<file path="src/rtl/pipe_load_ctrl_pkg.sv">
// rtl/pipe_load_ctrl_pkg.sv - shared drain FSM encoding and default widths for the pipe load controller
package pipe_ctrl_pkg;

  localparam int STALL_CNT_W_DEF = 16;

  typedef enum logic [1:0] {
    ST_RUN        = 2'd0,
    ST_DRAIN      = 2'd1,
    ST_DONE       = 2'd2,
    ST_DRAIN_HOLD = 2'd3
  } drain_state_t;

endpackage

</file>
<file path="src/rtl/pipe_load_ctrl_if.sv">
// rtl/pipe_load_ctrl_if.sv - handshake, control and status bundle between the pipe load controller and its user
interface pipe_load_ctrl_if #(
  parameter int PIPELINE_STAGE = 5,
  parameter int OCC_W          = $clog2(PIPELINE_STAGE + 1),
  parameter int STALL_CNT_W    = pipe_ctrl_pkg::STALL_CNT_W_DEF
);

  logic                      in_valid_i;
  logic                      in_ready_o;
  logic                      out_valid_o;
  logic                      out_ready_i;
  logic [PIPELINE_STAGE-1:0] pipeLoad_en_o;
  logic [PIPELINE_STAGE-1:0] stage_valid_o;
  logic                      flush_i;
  logic                      drain_req_i;
  logic                      drain_done_o;
  logic [OCC_W-1:0]          occupancy_o;
  logic [STALL_CNT_W-1:0]    stall_cnt_o;
  logic                      stall_clr_i;

  modport master (
    output in_valid_i, out_ready_i, flush_i, drain_req_i, stall_clr_i,
    input  in_ready_o, out_valid_o, pipeLoad_en_o, stage_valid_o,
           drain_done_o, occupancy_o, stall_cnt_o
  );

  modport slave (
    input  in_valid_i, out_ready_i, flush_i, drain_req_i, stall_clr_i,
    output in_ready_o, out_valid_o, pipeLoad_en_o, stage_valid_o,
           drain_done_o, occupancy_o, stall_cnt_o
  );

endinterface

</file>
<file path="src/rtl/pipe_load_ctrl_ready_chain.sv">
// rtl/pipe_load_ctrl_ready_chain.sv - combinational elastic ready chain: a stage may load when it or any stage ahead has room
module pipe_ready_chain #(
  parameter int PIPELINE_STAGE = 5
) (
  input  logic [PIPELINE_STAGE-1:0] i_v,
  input  logic                      i_out_ready,
  output logic [PIPELINE_STAGE-1:0] o_rdy
);

  logic w_acc;

  // Walk from the output backwards so each stage sees the room available downstream of it.
  always_comb begin
    w_acc = i_out_ready;
    o_rdy = '0;
    for (int s = PIPELINE_STAGE - 1; s >= 0; s--) begin
      w_acc    = !i_v[s] | w_acc;
      o_rdy[s] = w_acc;
    end
  end

endmodule

</file>
<file path="src/rtl/pipe_load_ctrl.sv">
// rtl/pipe_load_ctrl.sv - elastic load-enable controller with flush, drain handshake, occupancy and stall counting
module pipe_load_ctrl
  import pipe_ctrl_pkg::*;
#(
  parameter int PIPELINE_STAGE = 5,
  parameter int OCC_W          = $clog2(PIPELINE_STAGE + 1),
  parameter int STALL_CNT_W    = STALL_CNT_W_DEF
) (
  input logic             sys_clk,
  input logic             rstn,
  pipe_load_ctrl_if.slave bus
);

  localparam int N = PIPELINE_STAGE;

  drain_state_t           r_state;
  drain_state_t           w_state_nxt;
  logic [N-1:0]           r_v;
  logic [N-1:0]           w_v_nxt;
  logic [N-1:0]           w_rdy;
  logic [OCC_W-1:0]       r_occ;
  logic [OCC_W-1:0]       w_occ_nxt;
  logic [STALL_CNT_W-1:0] r_stall_cnt;
  logic                   w_intake_ok;
  logic                   w_drain_done;

  pipe_ready_chain #(.PIPELINE_STAGE(N)) u_ready_chain (
    .i_v         (r_v),
    .i_out_ready (bus.out_ready_i),
    .o_rdy       (w_rdy)
  );

  // Bubbles are loaded too; the datapath ignores contents of invalid stages.
  always_comb begin
    w_v_nxt = r_v;
    if (bus.flush_i) begin
      w_v_nxt = '0;
    end else begin
      if (w_rdy[0]) w_v_nxt[0] = bus.in_valid_i & w_intake_ok;
      for (int s = 1; s < N; s++) begin
        if (w_rdy[s]) w_v_nxt[s] = r_v[s-1];
      end
    end
  end

  always_comb begin
    w_occ_nxt = '0;
    for (int s = 0; s < N; s++) begin
      w_occ_nxt = w_occ_nxt + OCC_W'(w_v_nxt[s]);
    end
  end

  always_ff @(posedge sys_clk) begin
    if (!rstn) begin
      r_v   <= '0;
      r_occ <= '0;
    end else begin
      r_v   <= w_v_nxt;
      r_occ <= w_occ_nxt;
    end
  end

  always_ff @(posedge sys_clk) begin
    if (!rstn || bus.stall_clr_i) begin
      r_stall_cnt <= '0;
    end else if (r_v[N-1] && !bus.out_ready_i && !(&r_stall_cnt)) begin
      r_stall_cnt <= r_stall_cnt + STALL_CNT_W'(1);
    end
  end

  always_ff @(posedge sys_clk) begin
    if (!rstn) r_state <= ST_RUN;
    else       r_state <= w_state_nxt;
  end

  // Emptiness is judged on the next valid vector so an already-empty pipe completes in one cycle.
  always_comb begin
    w_state_nxt = r_state;
    if (bus.flush_i) begin
      w_state_nxt = ST_RUN;
    end else begin
      case (r_state)
        ST_RUN: begin
          if (bus.drain_req_i) w_state_nxt = (w_v_nxt == '0) ? ST_DONE : ST_DRAIN;
        end
        ST_DRAIN: begin
          if (!bus.drain_req_i)     w_state_nxt = ST_RUN;
          else if (w_v_nxt == '0)   w_state_nxt = ST_DONE;
        end
        ST_DONE:       w_state_nxt = bus.drain_req_i ? ST_DRAIN_HOLD : ST_RUN;
        ST_DRAIN_HOLD: if (!bus.drain_req_i) w_state_nxt = ST_RUN;
        default:       w_state_nxt = ST_RUN;
      endcase
    end
  end

  always_comb begin
    w_intake_ok  = (r_state == ST_RUN) && !bus.drain_req_i;
    w_drain_done = (r_state == ST_DONE);
  end

  assign bus.in_ready_o    = w_rdy[0] & w_intake_ok & !bus.flush_i & rstn;
  assign bus.pipeLoad_en_o = w_rdy & {N{rstn}};
  assign bus.stage_valid_o = r_v;
  assign bus.out_valid_o   = r_v[N-1];
  assign bus.occupancy_o   = r_occ;
  assign bus.stall_cnt_o   = r_stall_cnt;
  assign bus.drain_done_o  = w_drain_done;

endmodule

</file>
<file path="src/flat_wrapper.sv">
// flat-port wrapper written by rule: the top's interface ports become plain ports
module pipe_load_ctrl_flat import pipe_ctrl_pkg::*;
#(
  parameter int PIPELINE_STAGE = 5,
  parameter int OCC_W          = $clog2(PIPELINE_STAGE + 1),
  parameter int STALL_CNT_W    = STALL_CNT_W_DEF
)
  (sys_clk, rstn, bus_in_valid_i, bus_out_ready_i, bus_flush_i, bus_drain_req_i, bus_stall_clr_i, bus_in_ready_o, bus_out_valid_o, bus_pipeLoad_en_o, bus_stage_valid_o, bus_drain_done_o, bus_occupancy_o, bus_stall_cnt_o);
  pipe_load_ctrl_if #(.PIPELINE_STAGE(PIPELINE_STAGE), .OCC_W(OCC_W), .STALL_CNT_W(STALL_CNT_W)) bus_i ();
  input logic sys_clk;
  input logic rstn;
  input wire logic [$bits(bus_i.in_valid_i)-1:0] bus_in_valid_i;
  input wire logic [$bits(bus_i.out_ready_i)-1:0] bus_out_ready_i;
  input wire logic [$bits(bus_i.flush_i)-1:0] bus_flush_i;
  input wire logic [$bits(bus_i.drain_req_i)-1:0] bus_drain_req_i;
  input wire logic [$bits(bus_i.stall_clr_i)-1:0] bus_stall_clr_i;
  output wire logic [$bits(bus_i.in_ready_o)-1:0] bus_in_ready_o;
  output wire logic [$bits(bus_i.out_valid_o)-1:0] bus_out_valid_o;
  output wire logic [$bits(bus_i.pipeLoad_en_o)-1:0] bus_pipeLoad_en_o;
  output wire logic [$bits(bus_i.stage_valid_o)-1:0] bus_stage_valid_o;
  output wire logic [$bits(bus_i.drain_done_o)-1:0] bus_drain_done_o;
  output wire logic [$bits(bus_i.occupancy_o)-1:0] bus_occupancy_o;
  output wire logic [$bits(bus_i.stall_cnt_o)-1:0] bus_stall_cnt_o;
  assign bus_i.in_valid_i = bus_in_valid_i;
  assign bus_i.out_ready_i = bus_out_ready_i;
  assign bus_i.flush_i = bus_flush_i;
  assign bus_i.drain_req_i = bus_drain_req_i;
  assign bus_i.stall_clr_i = bus_stall_clr_i;
  assign bus_in_ready_o = bus_i.in_ready_o;
  assign bus_out_valid_o = bus_i.out_valid_o;
  assign bus_pipeLoad_en_o = bus_i.pipeLoad_en_o;
  assign bus_stage_valid_o = bus_i.stage_valid_o;
  assign bus_drain_done_o = bus_i.drain_done_o;
  assign bus_occupancy_o = bus_i.occupancy_o;
  assign bus_stall_cnt_o = bus_i.stall_cnt_o;
  pipe_load_ctrl #(.PIPELINE_STAGE(PIPELINE_STAGE), .OCC_W(OCC_W), .STALL_CNT_W(STALL_CNT_W)) u_core (.sys_clk(sys_clk), .rstn(rstn), .bus(bus_i));
endmodule
</file>
<file path="config.mk">
export PLATFORM = sky130hd
export DESIGN_NAME = pipe_load_ctrl_flat
export DESIGN_NICKNAME = d
export VERILOG_FILES = /design/src/rtl/pipe_load_ctrl_pkg.sv /design/src/rtl/pipe_load_ctrl_if.sv /design/src/rtl/pipe_load_ctrl_ready_chain.sv /design/src/rtl/pipe_load_ctrl.sv /design/src/flat_wrapper.sv
export SDC_FILE = /design/constraint.sdc
export NUM_CORES = 1
export LEC_CHECK = 0
export ABC_AREA = 1
export ABC_CLOCK_PERIOD_IN_PS = 2450
export BUFFER_PORTS_ARGS = -buffer_cell sky130_fd_sc_hd__buf_2
export CAP_MARGIN = 20
export CORE_MARGIN = 3
export CORE_UTILIZATION = 30
export CTS_CLUSTER_SIZE = 12
export DETAILED_ROUTE_END_ITERATION = 10
export GPL_TIMING_DRIVEN = 0
export MAX_ROUTING_LAYER = met4
export SLEW_MARGIN = 15
export SYNTH_ARGS = -nofsm -noshare
export SYNTH_HDL_FRONTEND = slang
export SYNTH_SLANG_ARGS = --single-unit
</file>
<file path="constraint.sdc">
create_clock -name sys_clk -period 2.45 [get_ports sys_clk]
set_input_delay 0.245 -clock sys_clk [delete_from_list [all_inputs] [get_ports sys_clk]]
set_output_delay 0.245 -clock sys_clk [all_outputs]
set_load 0.005 [all_outputs]
</file>
# ---- Word level (Yosys, flattened, before mapping)
# Cells that the tools add are included.
dict set report op_classes {
  bitwise 11
  n_addsub 5
  mux 13
  n_eq_ne 6
  n_reduce_logical 19
}
# cell count
set ops {}
lappend ops {{$add A16 B1 Y16 const B} 1}
lappend ops {{$reduce_and A16 Y1} 1}
lappend ops {{$mux W2} 6}
lappend ops {{$logic_not A1 Y1} 10}
lappend ops {{$add A3 B1 Y3} 3}
lappend ops {{$pmux W2 S4} 1}
lappend ops {{$and A5 B5 Y5} 1}
lappend ops {{$logic_not A5 Y1} 1}
lappend ops {{$mux W1} 5}
lappend ops {{$mux W5} 1}
lappend ops {{$or A1 B1 Y1} 5}
lappend ops {{$and A1 B1 Y1} 4}
lappend ops {{$eq A2 B2 Y1 const B} 2}
lappend ops {{$ne A2 B2 Y1 const B} 2}
lappend ops {{$logic_and A1 B1 Y1} 3}
lappend ops {{$ne A3 B2 Y1 const B} 1}
lappend ops {{$reduce_and A3 Y1} 1}
lappend ops {{$add A1 B1 Y2} 1}
lappend ops {{$eq A2 B1 Y1 const B} 1}
lappend ops {{$logic_not A2 Y1} 1}
lappend ops {{$reduce_or A2 Y1} 1}
lappend ops {{$logic_or A1 B1 Y1} 1}
lappend ops {{$not A1 Y1} 1}
dict set report totals {
  register_bits 26
  wordCells 58
  output_inout_bits 32
  inputBits 7
}

# ---- Logic depth before layout (Yosys ltp)
# Gate-level depths: netlist of the first run.
dict set report logic_depth {
  ltp_word 12
  ltp_mapped 16
  depth_no_buf 16
}

# ---- Cells and area by module
# Synthesis of the first run repeated with hierarchy kept, for this count alone.
dict set report unflattened {
  cells_unflattened 243
  area_unflattened_um2 1547.7
}
# module cells_each area_each_um2 instances seq_area_each_um2
set by_module_without_submodules {}
lappend by_module_without_submodules {pipe_load_ctrl 232 1492.7 1 520.5}
lappend by_module_without_submodules {pipe_ready_chain 11 55.1 1 0.0}

# ---- Worst setup path after synthesis of the first run
# No wires, ideal clock.
dict set report synth_path {
  kind {reg-to-reg}
  start {register u_core.r_v[4], in the netlist u_core.bus.stage_valid_o[4]}
  end {register u_core.r_occ[1], in the netlist u_core.bus.occupancy_o[1]}
  n_path_buf 0
  setup_ns 0.109
  stages_incl_launch_ff 16
  required_ns 2.341
  setup_slack_ns -0.305
  arrival_time_ns 2.646
  period_less_slack_ns 2.755
  path_cell_list {dfxtp_1 nand2_1 inv_1 nand4_1 nor2_1 a21oi_1 nor2_1 inv_1 ha_1 inv_1 fa_1 inv_1 ha_1 fa_1 nand2_1 inv_1}
}
dict set report synth_via {
  elab_chain_cells 12
  word_cells_on_any_way 16
  classes_between {4 x add/sub; 6 x mux; 5 x bitwise; 1 x reduce/logical}
}
# item line
set synth_lines {}
lappend synth_lines {{from (decl)} pipe_load_ctrl.sv:18} ;# logic [N-1:0] r_v;
lappend synth_lines {{from (signal assigned)} pipe_load_ctrl.sv:58} ;# r_v <= w_v_nxt;
lappend synth_lines {{$logic_not A1 Y1} pipe_load_ctrl_ready_chain.sv:17} ;# w_acc = !i_v[s] | w_acc;
lappend synth_lines {{$or A1 B1 Y1 (5 in a row)} pipe_load_ctrl_ready_chain.sv:17}
lappend synth_lines {{$mux W1} pipe_load_ctrl.sv:39} ;# if (w_rdy[0]) w_v_nxt[0] = bus.in_valid_i & w_intake_ok;
lappend synth_lines {{$mux W5} pipe_load_ctrl.sv:36} ;# if (bus.flush_i) begin
lappend synth_lines {{named net u_core.w_v_nxt[0]} pipe_load_ctrl.sv:19} ;# logic [N-1:0] w_v_nxt;
lappend synth_lines {{$add A1 B1 Y2} pipe_load_ctrl.sv:49} ;# w_occ_nxt = w_occ_nxt + OCC_W'(w_v_nxt[s]);
lappend synth_lines {{$add A3 B1 Y3 (3 in a row)} pipe_load_ctrl.sv:49}
lappend synth_lines {{named net u_core.w_occ_nxt[1]} pipe_load_ctrl.sv:22} ;# logic [OCC_W-1:0] w_occ_nxt;
lappend synth_lines {{to (signal assigned)} pipe_load_ctrl.sv:59} ;# r_occ <= w_occ_nxt;
lappend synth_lines {{to (decl)} pipe_load_ctrl.sv:21} ;# logic [OCC_W-1:0] r_occ;
# The timed path passes the listed nets, and every way through them passes these cells.
# A chain may end at the register's enable or synchronous reset.

# ---- Final worst setup path of the first run
# Same ends and word-level chain as after synthesis.

==> results of run 1 <==
==> worst register-to-register path, stage by stage (launching register included) <==
cell     delay [ns]
dfxtp_2        0.36
nand2_4        0.06
inv_4          0.05
nand4_1        0.14
nor2_2         0.20
a21oi_2        0.06
nor2_2         0.13
inv_2          0.06
ha_4           0.26
inv_2          0.03
fa_1           0.47
inv_1          0.04
ha_2           0.16
fa_1           0.43
nand2_1        0.07
inv_1          0.03
==> kinds of logic after synthesis <==
logic type / share of synthesized area (%)
xor gates and xnor gates: 3.40
adders and majority gates: 5.83
AOI/OAI and AO/OA: 10.9
DFF: 33.7
buffers and inverters: 11.5
and+or+nand+nor: 34.7
==> cells in the final DEF (no fill, tap or decap), drive strengths merged <==
| cell | n |
|---|---|
| nand4 | 6 |
| a21boi | 1 |
| nor4 | 1 |
| nor2 | 39 |
| dfxtp | 26 |
| buf | 57 |
| clkbuf | 3 |
| nand3 | 8 |
| xnor2 | 3 |
| o21ai | 6 |
| inv | 38 |
| bufinv | 1 |
| ha | 4 |
| xor2 | 3 |
| nand2 | 71 |
| a21oi | 15 |
| o21bai | 1 |
| fa | 2 |
==> layer usage <==
layer | vias up | GRT usage, % | routed length, um
li1 | 817 | - | -
met1 | 673 | 16.6 | 1770
met2 | 41 | 22.7 | 1790
met3 | 5 | 3.48 | 214
met4 | 0 | 3.38 | 40
met5 | - | - | 0
==> registers in the layout, summed over array words and instances, names as in the netlist <==
register / count
u_core.bus.stage_valid_o: 5
u_core.r_state: 2
u_core.bus.stall_cnt_o: 16
u_core.bus.occupancy_o: 3
==> power by group <==
group          leakage (nW)  switching (mW)  internal [mW]
clock                0.0357           0.150          0.219
combinational         0.755          0.0296         0.0187
sequential            0.211         0.00147          0.425
==> area by class of cell <==
| class | count | share of cell area [%] |
|---|---|---|
| plain buffers | 4 | 1.70 |
| clock buffers | 3 | 2.00 |
| clock inverters | 1 | 1.46 |
| inverters | 38 | 7.05 |
| multi-input cells | 160 | 42.9 |
| flip-flops and latches | 26 | 25.4 |
| well taps | 67 | 4.07 |
| repair buffers | 53 | 15.4 |
==> repair_timing <==
| action | CTS | global route |
|---|---|---|
| buffers inserted | 15 | 3 |
| hold buffers | 0 | 0 |
| pin swaps | 2 | 1 |
| gates cloned | 0 | 0 |
| resized for setup | 6 | 6 |
| setup endpoints to repair | 3 | 4 |
==> path summary, 6_finish.rpt <==
kind	slack, ns	startpoint	end	cells after the start
max	-0.20	u_core.bus.stage_valid_o[4]	u_core.bus.occupancy_o[1]	15
min	0.22	bus_in_valid_i	u_core.bus.stage_valid_o[0]	3
max reg2reg	-0.20	u_core.bus.stage_valid_o[4]	u_core.bus.occupancy_o[1]	15
min reg2reg	0.50	u_core.r_state[1]	u_core.r_state[1]	2
==> results.json, run 1 <==
{
  "path_class": "reg -> reg",
  "hold_path_class": "in -> reg",
  "synthCells": 228,
  "drtIter0Drc": 78,
  "crit_chain": "nand2_4, inv_4, nand4_1, nor2_2, a21oi_2, nor2_2, inv_2, ha_4, inv_2, fa_1, inv_1, ha_2, fa_1, nand2_1, inv_1",
  "ys_warn_count": 0,
  "cp_slowest_stage_delay_ns": 0.47,
  "grt_max_degree": 16,
  "area.sequential_um2": 523,
  "cts_tree": "built",
  "slew_headroom_pct": 74.8,
  "pin_count": 39,
  "cp-end-kind": "flop",
  "fp.dieH_um": 77.8,
  "grt_pass1_wl_mm": 6.56,
  "setup_violations": 2,
  "start_util_pct": 31.9,
  "power_uw": 843,
  "synth_edf_count": 0,
  "synth_largest_area_cell": "dfxtp_1",
  "place_area_mm2": 0.00184,
  "peakVddDrop_v": 0.000323,
  "period_share_pct": 108,
  "power.leakage_nw": 1.00,
  "critPathArrivalTime_ns": 2.84,
  "vias": 1536,
  "wl_mm": 3.81,
  "tightest_slew_ns": 0.377,
  "ys_seq_area_share_pct": 33.7,
  "design_area_mm2": 0.00206,
  "syn_nets": 241,
  "max_freq_mhz": 378,
  "ant_nets": 0,
  "synth_area_mm2": 0.00155,
  "ys_ff_latch": 26,
  "area_growth_pct": 33.2,
  "syn_avg_cell_area_um2": 6.78,
  "clock_path_buffers": 2,
  "fin_skew_ns": 0.00634,
  "period_minus_slack_ns": 2.65,
  "cpLargestDelayFamily": "adder cells",
  "die_w_um": 77.8,
  "fin_ws_ns": -0.198,
  "vias_per_cell": 4.36,
  "clkLatencyLatePin_ns": 0.28,
  "final_cells": 352,
  "rows": 25,
  "coreArea_mm2": 0.00485,
  "report.final.slew_viol_count": 0,
  "cts_buffers": 3,
  "finalSetupTns_ns": -0.310,
  "power_density_mw_per_mm2": 409,
  "clkSlewWorstSetupHoldPaths_ns": 0.09,
  "synth_top_area_share_pct": 33.7,
  "path_buf_inv": 5,
  "finalHoldViolations": 0,
  "cts_sinks": 26,
  "drive_gt1_share_pct": 36.1,
  "cp_slowest_cell": "fa_1",
  "nets": 299,
  "fillerInstances": 517,
  "final_util_pct": 42.5,
  "cp-start-kind": "flop",
  "grt_pass1_vias": 1469,
  "outcome": "finished, violations left",
  "ys.flop_type": "dfxtp_1",
  "dpl_worst_slack_ns": -0.414,
  "synth.area.top_cells": "dfxtp_1 34%, nand2_1 15%, inv_1 8.7%",
  "violations": "negative setup slack",
  "placed_cells": 333,
  "ys_async_sr_fraction_pct": 0,
  "overflow": 0,
  "diodes": 0,
  "htreeDepth": 1,
  "multi_input_area_um2": 883,
  "dp_hpwl_mm": 2.72,
  "firstDrtPassIters": 4,
  "yosysMostFrequentCell": "nand2_1",
  "synth.cells.most_frequent": "60 x nand2_1, 36 x inv_1, 34 x nor2_1",
  "die_area_mm2": 0.00605,
  "grt_use_total_pct": 13.7,
  "worst_ep_required_time_ns": 2.64,
  "cts-root-buf": "clkbuf_8",
  "drv_cap": 0,
  "critical_path.max_fanout": 3,
  "port_buffers": 38,
  "globalplace.congestion": 0.840,
  "holdWs_ns": 0.220,
  "antenna_found_initial": 0,
  "yosys.cell_types.count": 23,
  "drcViolationCount": 0,
  "rsz0062_at_grt": "yes",
  "post_drt_wl_per_cell_um": 10.8
}
Note: power is estimated with default switching activity, not from simulation.
==> run 2, diff against run 1 <==
--- a/config.mk
+++ b/config.mk
@@ -15,6 +15,7 @@
 export DETAILED_ROUTE_END_ITERATION = 10
 export GPL_TIMING_DRIVEN = 0
 export MAX_ROUTING_LAYER = met4
+export PLACE_DENSITY = 0.64
 export SLEW_MARGIN = 15
 export SYNTH_ARGS = -nofsm -noshare
 export SYNTH_HDL_FRONTEND = slang
==> results.json, run 2 (synthesis results as in run 1) <==
{
  "globalplace.congestion": 0.862,
  "antenna_found_initial": 0,
  "final_common_cell": "nand2_1",
  "tightest_slew_ns": 0.354,
  "start_util_pct": 31.9,
  "timing.rr.start": "u_core.bus.stage_valid_o[4]",
  "finalSetupTns_ns": -0.237,
  "clock_path_buffers": 2,
  "hold_start": "rstn",
  "diodes": 0,
  "worst_r2r_path_depth": 15,
  "coreArea_mm2": 0.00485,
  "hold_path_class": "in -> reg",
  "r2r_slack_ns": -0.19,
  "die_area_mm2": 0.00605,
  "htreeDepth": 1,
  "slew_headroom_pct": 76.3,
  "nets": 290,
  "ant_nets": 0,
  "largest_reg_flops": 16,
  "design_area_mm2": 0.00195,
  "clkLatencyLatePin_ns": 0.27,
  "grt_pass1_wl_mm": 6.16,
  "firstDrtPassIters": 4,
  "hold_buffers": 0,
  "outcome": "finished, violations left",
  "cts-root-buf": "clkbuf_8",
  "timing.rr.end": "u_core.bus.occupancy_o[1]",
  "power_uw": 715,
  "cpLargestDelayFamily": "adder cells",
  "cp_slowest_stage_delay_ns": 0.52,
  "place_area_mm2": 0.00184,
  "critical_path.max_fanout": 3,
  "mostFrequentLayoutCells": "59 x nand2_1, 39 x buf_2, 33 x inv_1",
  "fp.dieH_um": 77.8,
  "grt_pass1_vias": 1416,
  "dpl_worst_slack_ns": -0.403,
  "hold_end": "u_core.bus.occupancy_o[1]",
  "drive_gt1_share_pct": 33.5,
  "cp-end-kind": "flop",
  "holdWs_ns": 0.233,
  "area_growth_pct": 25.8,
  "fin_ws_ns": -0.187,
  "post_drt_wl_per_cell_um": 10.4,
  "grt_max_degree": 14,
  "clkSlewWorstSetupHoldPaths_ns": 0.08,
  "period_share_pct": 108,
  "vias": 1485,
  "final_cells": 342,
  "die_w_um": 77.8,
  "report.final.slew_viol_count": 0,
  "cp-start-kind": "flop",
  "drcViolationCount": 0,
  "drv_cap": 0,
  "vias_per_cell": 4.34,
  "cts_sinks": 26,
  "port_buffers": 38,
  "peakVddDrop_v": 0.000184,
  "overflow": 0,
  "final_util_pct": 40.1,
  "placed_cells": 333,
  "rows": 25,
  "wl_mm": 3.54,
  "dp_hpwl_mm": 2.73,
  "violations": "negative setup slack",
  "rsz0062_at_grt": "yes",
  "period_minus_slack_ns": 2.64,
  "finalHoldViolations": 0,
  "crit_chain": "nand2_4, inv_4, nand4_1, nor2_2, a21oi_2, nor2_2, inv_2, ha_4, inv_2, fa_1, inv_1, ha_2, fa_2, nand2_1, inv_1",
  "cts_buffers": 3,
  "cp_slowest_cell": "fa_2",
  "drtIter0Drc": 41,
  "critPathArrivalTime_ns": 2.86,
  "power_density_mw_per_mm2": 368,
  "grt_use_total_pct": 12.6,
  "cts_tree": "built",
  "setup_violations": 2,
  "path_buf_inv": 5,
  "holdPathStages": 3,
  "path_class": "reg -> reg",
  "power.leakage_nw": 0.943,
  "max_freq_mhz": 379,
  "fin_skew_ns": 0.00464,
  "pin_count": 39,
  "worst_ep_required_time_ns": 2.67
}
-- run 2: cell types whose count changed in the layout (fill, tap and decap cells not counted) --
cell       delta
fa_1          -1
a21oi_1       +1
inv_1         +1
a21oi_2       -1
fa_2          +1
inv_2         -1
buf_4         -5
bufinv_16     -1
buf_6         -4
-- run 2: how the worst max path moves through the flow --
stage	startpoint	to	slack (ns)	cells after the start
6_report	u_core.bus.stage_valid_o[4]	u_core.bus.occupancy_o[1]	-0.19	15
5_1_grt	u_core.bus.stage_valid_o[4]	u_core.bus.occupancy_o[1]	-0.31	15
4_1_cts	u_core.bus.stage_valid_o[4]	u_core.bus.occupancy_o[1]	-0.18	15
3_5_place_dp	bus_out_ready_i	u_core.bus.occupancy_o[1]	-0.40	17
3_3_place_gp	bus_out_ready_i	u_core.bus.occupancy_o[1]	-0.38	17
2_1_floorplan	u_core.bus.stage_valid_o[4]	u_core.bus.occupancy_o[1]	-0.15	15
-- run 2: worst min-delay path, cell delays in order --
cell	delay [ns]
buf_2	0.13
nand2_1	0.06
inv_1	0.04
-- run 2: repair_timing --
| action | 4_1_cts | 5_1_grt |
|---|---|---|
| pin swaps | 2 | 1 |
| resized for setup | 0 | 7 |
| setup endpoints to repair | 2 | 2 |
| setup buffers | 4 | 2 |
-- run 2: power breakdown --
part / internal (mW) / total (mW) / switching [mW]
combinational: 0.0192 / 0.0474 / 0.0282
clock: 0.110 / 0.242 / 0.132
sequential: 0.425 / 0.426 / 0.00131
total: 0.554 / 0.715 / 0.161
-- run 2: layout make-up --
type                       instances  area (um^2)
multi-input combinational        160          882
timing repair buffer              44          235
inverter                          38          145
fill                             513         2900
tap                               67         83.8
sequential                        26          523
buffer                             4         35.0
clock buffer                       3         41.3
-- run 2: routing by layer --
metal / routed length [um] / track usage (%)
met5: 0 / -
met4: 19 / 1.60
met3: 236 / 3.25
met2: 1580 / 21.5
met1: 1700 / 15.5
